File: src/rtl/sm_regwr_arb_pkg.sv
// Shared defaults, limits and types for the register-file write arbiter.
package sm_regwr_arb_pkg;

  localparam int unsigned P_NREQS_DEF      = 4;
  localparam int unsigned P_ADDR_NBITS_DEF = 5;
  localparam int unsigned P_DATA_NBITS_DEF = 32;
  localparam int unsigned P_MAX_NREQS      = 16;

  typedef enum logic {
    ST_EMPTY = 1'b0,
    ST_FULL  = 1'b1
  } stage_e;

  function automatic int unsigned f_idx_nbits(input int unsigned n);
    return (n <= 2) ? 1 : $clog2(n);
  endfunction

endpackage

File: src/rtl/sm_regwr_arb_if.sv
// Requester and register-file write-port signals of sm_regwr_arb.
interface sm_regwr_arb_if
  import sm_regwr_arb_pkg::*;
#(
  parameter int unsigned p_nreqs      = P_NREQS_DEF,
  parameter int unsigned p_addr_nbits = P_ADDR_NBITS_DEF,
  parameter int unsigned p_data_nbits = P_DATA_NBITS_DEF,
  parameter int unsigned p_idx_nbits  = f_idx_nbits(p_nreqs)
);
  logic [p_nreqs-1:0]              req_val;
  logic [p_nreqs-1:0]              req_rdy;
  logic [p_nreqs*p_addr_nbits-1:0] req_addr;
  logic [p_nreqs*p_data_nbits-1:0] req_data;
  logic                            wr_stall;
  logic                            wr_en;
  logic [p_addr_nbits-1:0]         wr_addr;
  logic [p_data_nbits-1:0]         wr_data;
  logic [p_idx_nbits-1:0]          grant_idx;

  modport master (
    output req_val, req_addr, req_data, wr_stall,
    input  req_rdy, wr_en, wr_addr, wr_data, grant_idx
  );

  modport slave (
    input  req_val, req_addr, req_data, wr_stall,
    output req_rdy, wr_en, wr_addr, wr_data, grant_idx
  );
endinterface

File: src/rtl/sm_reg_rst.sv
// Enabled register with synchronous active-high reset to a fixed value.
module sm_reg_rst #(
  parameter int unsigned          p_nbits   = 1,
  parameter logic [p_nbits-1:0]   p_rst_val = '0
) (
  input  logic               clk,
  input  logic               i_rst,
  input  logic               i_en,
  input  logic [p_nbits-1:0] i_d,
  output logic [p_nbits-1:0] o_q
);
  always_ff @(posedge clk) begin
    if (i_rst)     o_q <= p_rst_val;
    else if (i_en) o_q <= i_d;
  end
endmodule

File: src/rtl/sm_rr_arb.sv
// Round-robin grant: first asserted request at or after i_ptr, wrapping.
module sm_rr_arb
  import sm_regwr_arb_pkg::*;
#(
  parameter int unsigned p_nreqs     = P_NREQS_DEF,
  parameter int unsigned p_idx_nbits = f_idx_nbits(p_nreqs)
) (
  input  logic [p_nreqs-1:0]     i_req,
  input  logic [p_idx_nbits-1:0] i_ptr,
  input  logic                   i_en,
  output logic [p_nreqs-1:0]     o_grant,
  output logic [p_idx_nbits-1:0] o_grant_idx
);
  always_comb begin : search
    logic        found;
    int unsigned pos;
    o_grant     = '0;
    o_grant_idx = '0;
    found       = 1'b0;
    pos         = 0;
    // Rotated scan expressed with loop indices only, so every select is constant.
    for (int unsigned k = 0; k < p_nreqs; k++) begin
      pos = 32'(i_ptr) + k;
      if (pos >= p_nreqs) pos = pos - p_nreqs;
      for (int unsigned i = 0; i < p_nreqs; i++) begin
        if (i_en && !found && (pos == i) && i_req[i]) begin
          found          = 1'b1;
          o_grant[i]     = 1'b1;
          o_grant_idx    = p_idx_nbits'(i);
        end
      end
    end
  end
endmodule

File: src/rtl/sm_regwr_arb.sv
// Round-robin arbiter sharing one register-file write port among p_nreqs requesters.
// Define SM_REGWR_ARB_PIPE_EN to add a registered output stage (latency 1).
module sm_regwr_arb
  import sm_regwr_arb_pkg::*;
#(
  parameter int unsigned p_nreqs      = P_NREQS_DEF,
  parameter int unsigned p_addr_nbits = P_ADDR_NBITS_DEF,
  parameter int unsigned p_data_nbits = P_DATA_NBITS_DEF
) (
  input  logic          clk,
  input  logic          reset,
  sm_regwr_arb_if.slave bus
);
  localparam int unsigned IW = f_idx_nbits(p_nreqs);

  logic                    w_rst;
  logic                    w_en;
  logic                    w_xfer;
  logic [p_nreqs-1:0]      w_grant;
  logic [IW-1:0]           w_gidx;
  logic [IW-1:0]           r_ptr;
  logic [IW-1:0]           w_ptr_nxt;
  logic [p_addr_nbits-1:0] w_sel_addr;
  logic [p_data_nbits-1:0] w_sel_data;

  assign w_rst = ~reset;

  sm_rr_arb #(.p_nreqs(p_nreqs), .p_idx_nbits(IW)) u_arb (
    .i_req       (bus.req_val),
    .i_ptr       (r_ptr),
    .i_en        (w_en),
    .o_grant     (w_grant),
    .o_grant_idx (w_gidx)
  );

  always_comb begin
    w_sel_addr = '0;
    w_sel_data = '0;
    for (int unsigned i = 0; i < p_nreqs; i++) begin
      if (w_grant[i]) begin
        w_sel_addr = bus.req_addr[i*p_addr_nbits +: p_addr_nbits];
        w_sel_data = bus.req_data[i*p_data_nbits +: p_data_nbits];
      end
    end
  end

  assign w_xfer      = |w_grant;
  assign w_ptr_nxt   = (w_gidx == IW'(p_nreqs - 1)) ? '0 : w_gidx + IW'(1);
  assign bus.req_rdy = w_grant;

  sm_reg_rst #(.p_nbits(IW)) u_ptr (
    .clk   (clk),
    .i_rst (w_rst),
    .i_en  (w_xfer),
    .i_d   (w_ptr_nxt),
    .o_q   (r_ptr)
  );

`ifdef SM_REGWR_ARB_PIPE_EN
  localparam int unsigned OW = p_addr_nbits + p_data_nbits + IW;

  stage_e        w_stage;
  stage_e        w_stage_nxt;
  logic          r_stage;
  logic          w_ld;
  logic [OW-1:0] r_out;

  assign w_stage = stage_e'(r_stage);
  assign w_en    = reset & ((w_stage == ST_EMPTY) | ~bus.wr_stall);

  always_comb begin
    w_stage_nxt = w_stage;
    w_ld        = 1'b0;
    unique case (w_stage)
      ST_EMPTY: begin
        if (w_xfer) begin
          w_stage_nxt = ST_FULL;
          w_ld        = 1'b1;
        end
      end
      ST_FULL: begin
        if (!bus.wr_stall) begin
          w_stage_nxt = w_xfer ? ST_FULL : ST_EMPTY;
          w_ld        = 1'b1;
        end
      end
      default: w_stage_nxt = ST_EMPTY;
    endcase
  end

  sm_reg_rst #(.p_nbits(1)) u_stage (
    .clk   (clk),
    .i_rst (w_rst),
    .i_en  (1'b1),
    .i_d   (w_stage_nxt),
    .o_q   (r_stage)
  );

  // Draining without a refill clears the payload so an idle port reads zero.
  sm_reg_rst #(.p_nbits(OW)) u_out (
    .clk   (clk),
    .i_rst (w_rst),
    .i_en  (w_ld),
    .i_d   (w_xfer ? {w_sel_addr, w_sel_data, w_gidx} : '0),
    .o_q   (r_out)
  );

  assign bus.wr_en = (w_stage == ST_FULL);
  assign {bus.wr_addr, bus.wr_data, bus.grant_idx} = r_out;
`else
  assign w_en          = reset & ~bus.wr_stall;
  assign bus.wr_en     = w_xfer;
  assign bus.wr_addr   = w_sel_addr;
  assign bus.wr_data   = w_sel_data;
  assign bus.grant_idx = w_gidx;
`endif

endmodule

File: src/flat_wrapper.sv
// flat-port wrapper written by rule: the top's interface ports become plain ports
module sm_regwr_arb_flat import sm_regwr_arb_pkg::*;
#(
  parameter int unsigned p_nreqs      = P_NREQS_DEF,
  parameter int unsigned p_addr_nbits = P_ADDR_NBITS_DEF,
  parameter int unsigned p_data_nbits = P_DATA_NBITS_DEF
)
  (clk, reset, bus_req_val, bus_req_addr, bus_req_data, bus_wr_stall, bus_req_rdy, bus_wr_en, bus_wr_addr, bus_wr_data, bus_grant_idx);
  sm_regwr_arb_if #(.p_nreqs(p_nreqs), .p_addr_nbits(p_addr_nbits), .p_data_nbits(p_data_nbits)) bus_i ();
  input  logic clk;
  input  logic reset;
  input wire logic [$bits(bus_i.req_val)-1:0] bus_req_val;
  input wire logic [$bits(bus_i.req_addr)-1:0] bus_req_addr;
  input wire logic [$bits(bus_i.req_data)-1:0] bus_req_data;
  input wire logic [$bits(bus_i.wr_stall)-1:0] bus_wr_stall;
  output wire logic [$bits(bus_i.req_rdy)-1:0] bus_req_rdy;
  output wire logic [$bits(bus_i.wr_en)-1:0] bus_wr_en;
  output wire logic [$bits(bus_i.wr_addr)-1:0] bus_wr_addr;
  output wire logic [$bits(bus_i.wr_data)-1:0] bus_wr_data;
  output wire logic [$bits(bus_i.grant_idx)-1:0] bus_grant_idx;
  assign bus_i.req_val = bus_req_val;
  assign bus_i.req_addr = bus_req_addr;
  assign bus_i.req_data = bus_req_data;
  assign bus_i.wr_stall = bus_wr_stall;
  assign bus_req_rdy = bus_i.req_rdy;
  assign bus_wr_en = bus_i.wr_en;
  assign bus_wr_addr = bus_i.wr_addr;
  assign bus_wr_data = bus_i.wr_data;
  assign bus_grant_idx = bus_i.grant_idx;
  sm_regwr_arb #(.p_nreqs(p_nreqs), .p_addr_nbits(p_addr_nbits), .p_data_nbits(p_data_nbits)) u_core (.clk(clk), .reset(reset), .bus(bus_i));
endmodule
File: config.mk
export PLATFORM = sky130hd
export DESIGN_NAME = sm_regwr_arb_flat
export DESIGN_NICKNAME = d
export VERILOG_FILES = /design/src/rtl/sm_regwr_arb_pkg.sv /design/src/rtl/sm_regwr_arb_if.sv /design/src/rtl/sm_reg_rst.sv /design/src/rtl/sm_rr_arb.sv /design/src/rtl/sm_regwr_arb.sv /design/src/flat_wrapper.sv
export SDC_FILE = /design/constraint.sdc
export NUM_CORES = 1
export LEC_CHECK = 0
export CAP_MARGIN = 5
export CELL_PAD_IN_SITES_DETAIL_PLACEMENT = 0
export CELL_PAD_IN_SITES_GLOBAL_PLACEMENT = 1
export CORE_MARGIN = 2
export CORE_UTILIZATION = 18
export DETAILED_ROUTE_END_ITERATION = 8
export GPL_ROUTABILITY_DRIVEN = 0
export PLACE_DENSITY_LB_ADDON = 0.1
export SYNTH_ARGS = -nofsm -noshare
export SYNTH_HDL_FRONTEND = slang
export SYNTH_SLANG_ARGS = --single-unit
File: constraint.sdc
create_clock -name clk -period 2 [get_ports clk]
set_input_delay 0.4 -clock clk [delete_from_list [all_inputs] [get_ports clk]]
set_output_delay 0.4 -clock clk [all_outputs]
set_load 0.005 [all_outputs]
==> results.json <==
{
  "status": "complete, but fails checks",
  "violations": "setup timing",
  "yosys.area_share.simple_pct": 27.30,
  "dp_hpwl_um": 8217,
  "yosysTopAreaCellShare_pct": 42.45,
  "cpMostUsedCell": "buf_6",
  "hold_path.class": "flip-flop to flip-flop",
  "finalMaxSlewViolations": 0,
  "cts_buffer_depth": 2,
  "die_x_um": 112.6,
  "synth_seq_cells": 2,
  "regToRegSetupSlack_ns": 0.01,
  "power_frac_seq_pct": 3.8,
  "yosys-top-cells-area": "a221oi_2 (42%), nor3b_1 (13%), inv_1 (6.9%)",
  "cts_root_buf": "clkbuf_16",
  "fmax_ghz": 0.3901,
  "period_minus_slack_ns": 2.563,
  "num_vias": 3116,
  "r2r-end": "u_core.u_ptr.o_q[1]",
  "internal_power_mw": 0.8685,
  "setup_ws_ns": -0.5634,
  "antenna_found_initial": 0,
  "final-hold-violation-count": 0,
  "grt_pass1_wl_um": 16340,
  "critPathLaunchType": "flip-flop",
  "worst_pin_slew_ns": 0.3460,
  "rows": 39,
  "num-nets-final": 686,
  "viasPerCell": 4.637,
  "crit_path_top_delay_cell": "or3b_4",
  "fin_hold_ws_ns": 0.7518,
  "tns_ns": -20.66,
  "hold_path_depth": 3,
  "core_mm2": 0.01147,
  "p_total_mw": 1.231,
  "cp_slowest_stage_delay_ns": 0.42,
  "power.share.clock_pct": 24.5,
  "cts_sinks": 2,
  "holdBufCountCts": 0,
  "worstSetupPathType": "flip-flop to primary output",
  "synth_mux_area_share_pct": 0,
  "skew_ns": 0.002830,
  "synth_edf_count": 0,
  "path_cells": "or3b_4, nand4_1, a21boi_4, buf_6, buf_6, or2_4, or3_1, buf_2",
  "htree_levels": 1,
  "cts_inserted_buffers": 3,
  "worstPathArrival_ns": 2.16,
  "rsz0062_at_grt": "true",
  "wl_per_cell_um": 16.15,
  "p_comb_share_pct": 71.7,
  "drtPass1Iterations": 4,
  "ant_nets": 0,
  "worst-path-buf-inv": 3,
  "use_met3_pct": 3.996,
  "synth_flop_cell": "dfxtp_1",
  "synthArstFlopShare_pct": 0,
  "n_fill_cell": 1169,
  "reg2reg_depth": 9,
  "n_antenna_cell": 0,
  "track_usage_pct": 15.71,
  "reg2reg_from": "u_core.u_ptr.o_q[1]",
  "met2_usage_pct": 29.34,
  "start_util_pct": 18.51,
  "gr-max-usage-layer": "met2",
  "power_density_mw_per_mm2": 236.2,
  "largest_reg_flops": 2,
  "drc_errors": 0,
  "timing.final.crit_share_pct": 128.2,
  "pre_cts_slack_ns": -1.416,
  "die_y_um": 112.6,
  "crit_path_end_kind": "primary output",
  "top_register": "u_core.u_ptr.o_q",
  "p_leak_nw": 2.192,
  "synth_top_area_cell": "a221oi_2",
  "syn_area_per_cell_um2": 8.289,
  "ir_drop_mv": 0.3070,
  "cts.clk_slew.worst_paths_ns": 0.03,
  "top_regs": "u_core.u_ptr.o_q: 2 flops",
  "grt_max_degree": 28,
  "ys.warnings.count": 0,
  "setup_viol": 43,
  "ys_types": 38,
  "relSlewSlack_pct": 76.89,
  "synth_top_family_by_area": "compound AO/OA/AOI/OAI gates",
  "portBuffers": 198,
  "synthXorXnorAreaFrac_pct": 0,
  "drtIter0Drc": 68,
  "drv_cap": 0,
  "ios": 199,
  "wirelength_um": 10850,
  "netlist_area_mm2": 0.002122,
  "dieArea_mm2": 0.01267,
  "min-delay-start": "u_core.u_ptr.o_q[0]",
  "hold_end": "u_core.u_ptr.o_q[0]",
  "synth_compound_area_share_pct": 52.42,
  "yosysSeqAreaShare_pct": 1.887,
  "crit_cells": 8,
  "critPathMaxFanout": 4,
  "drive_gt1_share_pct": 46.50,
  "p_sw_mw": 0.3623,
  "grt_pass1_vias": 3352,
  "area_delta_synth_final_pct": 145.5,
  "synthAdderAreaFrac_pct": 0,
  "grtUsageMet1_pct": 18.52,
  "synth.net_count": 411,
  "synthesis.instances": 256,
  "grt_overflow": 0,
  "path_delay_family": "simple AND/OR/NAND/NOR gates",
  "clock_latency_ns": 0.22,
  "required_ns": 1.60,
  "cts_tree": "built",
  "switching_share_pct": 29.44
}
[per-stage QoR]
step	instance area (µm²)	utilization [%]	std cells
6_report	5210	45.43	672
5_1_grt	5210	45.43	672
4_1_cts	5130	44.74	670
3_5_place_dp	4712	41.09	634
3_3_place_gp	4712	41.09	634
2_1_floorplan	2122	-	256
[cells in the final DEF, fill, tap and decap left out, types with 2 or more instances in the layout]
cell               n
clkdlybuf4s50_1  148
a221oi_2          69
buf_4             67
buf_2             42
inv_1             38
nor2_1            38
nor3b_1           37
buf_6             20
buf_12            12
clkbuf_16          5
inv_2              3
nand2b_1           3
a221oi_1           3
buf_8              3
nand2_1            2
a221oi_4           2
buf_16             2
clkdlybuf4s15_1    2
dfxtp_4            2
[power groups by stage]
stage                     Clock, mW  Combinational, mW  Sequential [mW]
after floorplan                   0              0.277           0.0446
after detailed placement          0              0.871           0.0474
final                         0.302              0.883           0.0464
after global placement            0              0.868           0.0475
after CTS                     0.305              0.876           0.0463
after global routing          0.310              0.946           0.0471
[synthesized netlist by cell type, types with 2 or more instances]
master / number
a21oi_1: 2
a221oi_1: 14
a221oi_2: 60
buf_2: 12
buf_4: 4
buf_6: 5
buf_8: 5
clkbuf_1: 3
dfxtp_1: 2
inv_1: 39
inv_2: 2
nand2_1: 3
nand2b_1: 3
nand3_1: 2
nor2_1: 38
nor3_1: 2
nor3b_1: 38
or2_1: 2
[worst max path at each step]
stage	from	to	slack, ns
after global routing	u_core.u_ptr.o_q[1]	bus_wr_data[26]	-0.62
after floorplan	bus_wr_stall	bus_wr_addr[1]	-0.08
after global placement	bus_req_val[0]	bus_wr_data[27]	-1.41
after detailed placement	bus_req_val[0]	bus_wr_data[27]	-1.42
final	u_core.u_ptr.o_q[1]	bus_wr_en	-0.56
after CTS	u_core.u_ptr.o_q[0]	bus_wr_en	-0.58
[final cells by class]
cell class                      count  area [µm²]  share of cell area [%]
Inverter                           41       153.9                   2.954
Timing Repair Buffer              300        2844                   54.59
Tap cell                          143       178.9                   3.434
Clock buffer                        3       75.07                   1.441
Sequential cell                     2       47.55                  0.9126
Multi-Input combinational cell    183        1911                   36.67
[timing repair]
item | in CTS | in global routing
setup endpoints to repair | 46 | 45
pin swaps | 23 | 12
setup buffers | 32 | 1
gates resized for setup | 254 | 7
cloned | 2 | 2
[cells by family (layout without fill, tap and decap cells)]
family | after synthesis | after routing
AOI/OAI and AO/OA | 84 | 84
buffers and inverters | 71 | 344
and+or+nand+nor | 99 | 99
DFF | 2 | 2
[routing by layer]
metal,part of all wire (%),routed length (µm)
met3,7.4,803
met2,51,5560
met1,40,4376
met5,0,0
met4,1.0,111
[worst min-delay path: stages, from the launching register on]
cell and delay (ns):
dfxtp_4 0.36, buf_4 0.15, nor3b_1 0.06, nor3_1 0.13
Power figures use the tool's default switching activity.
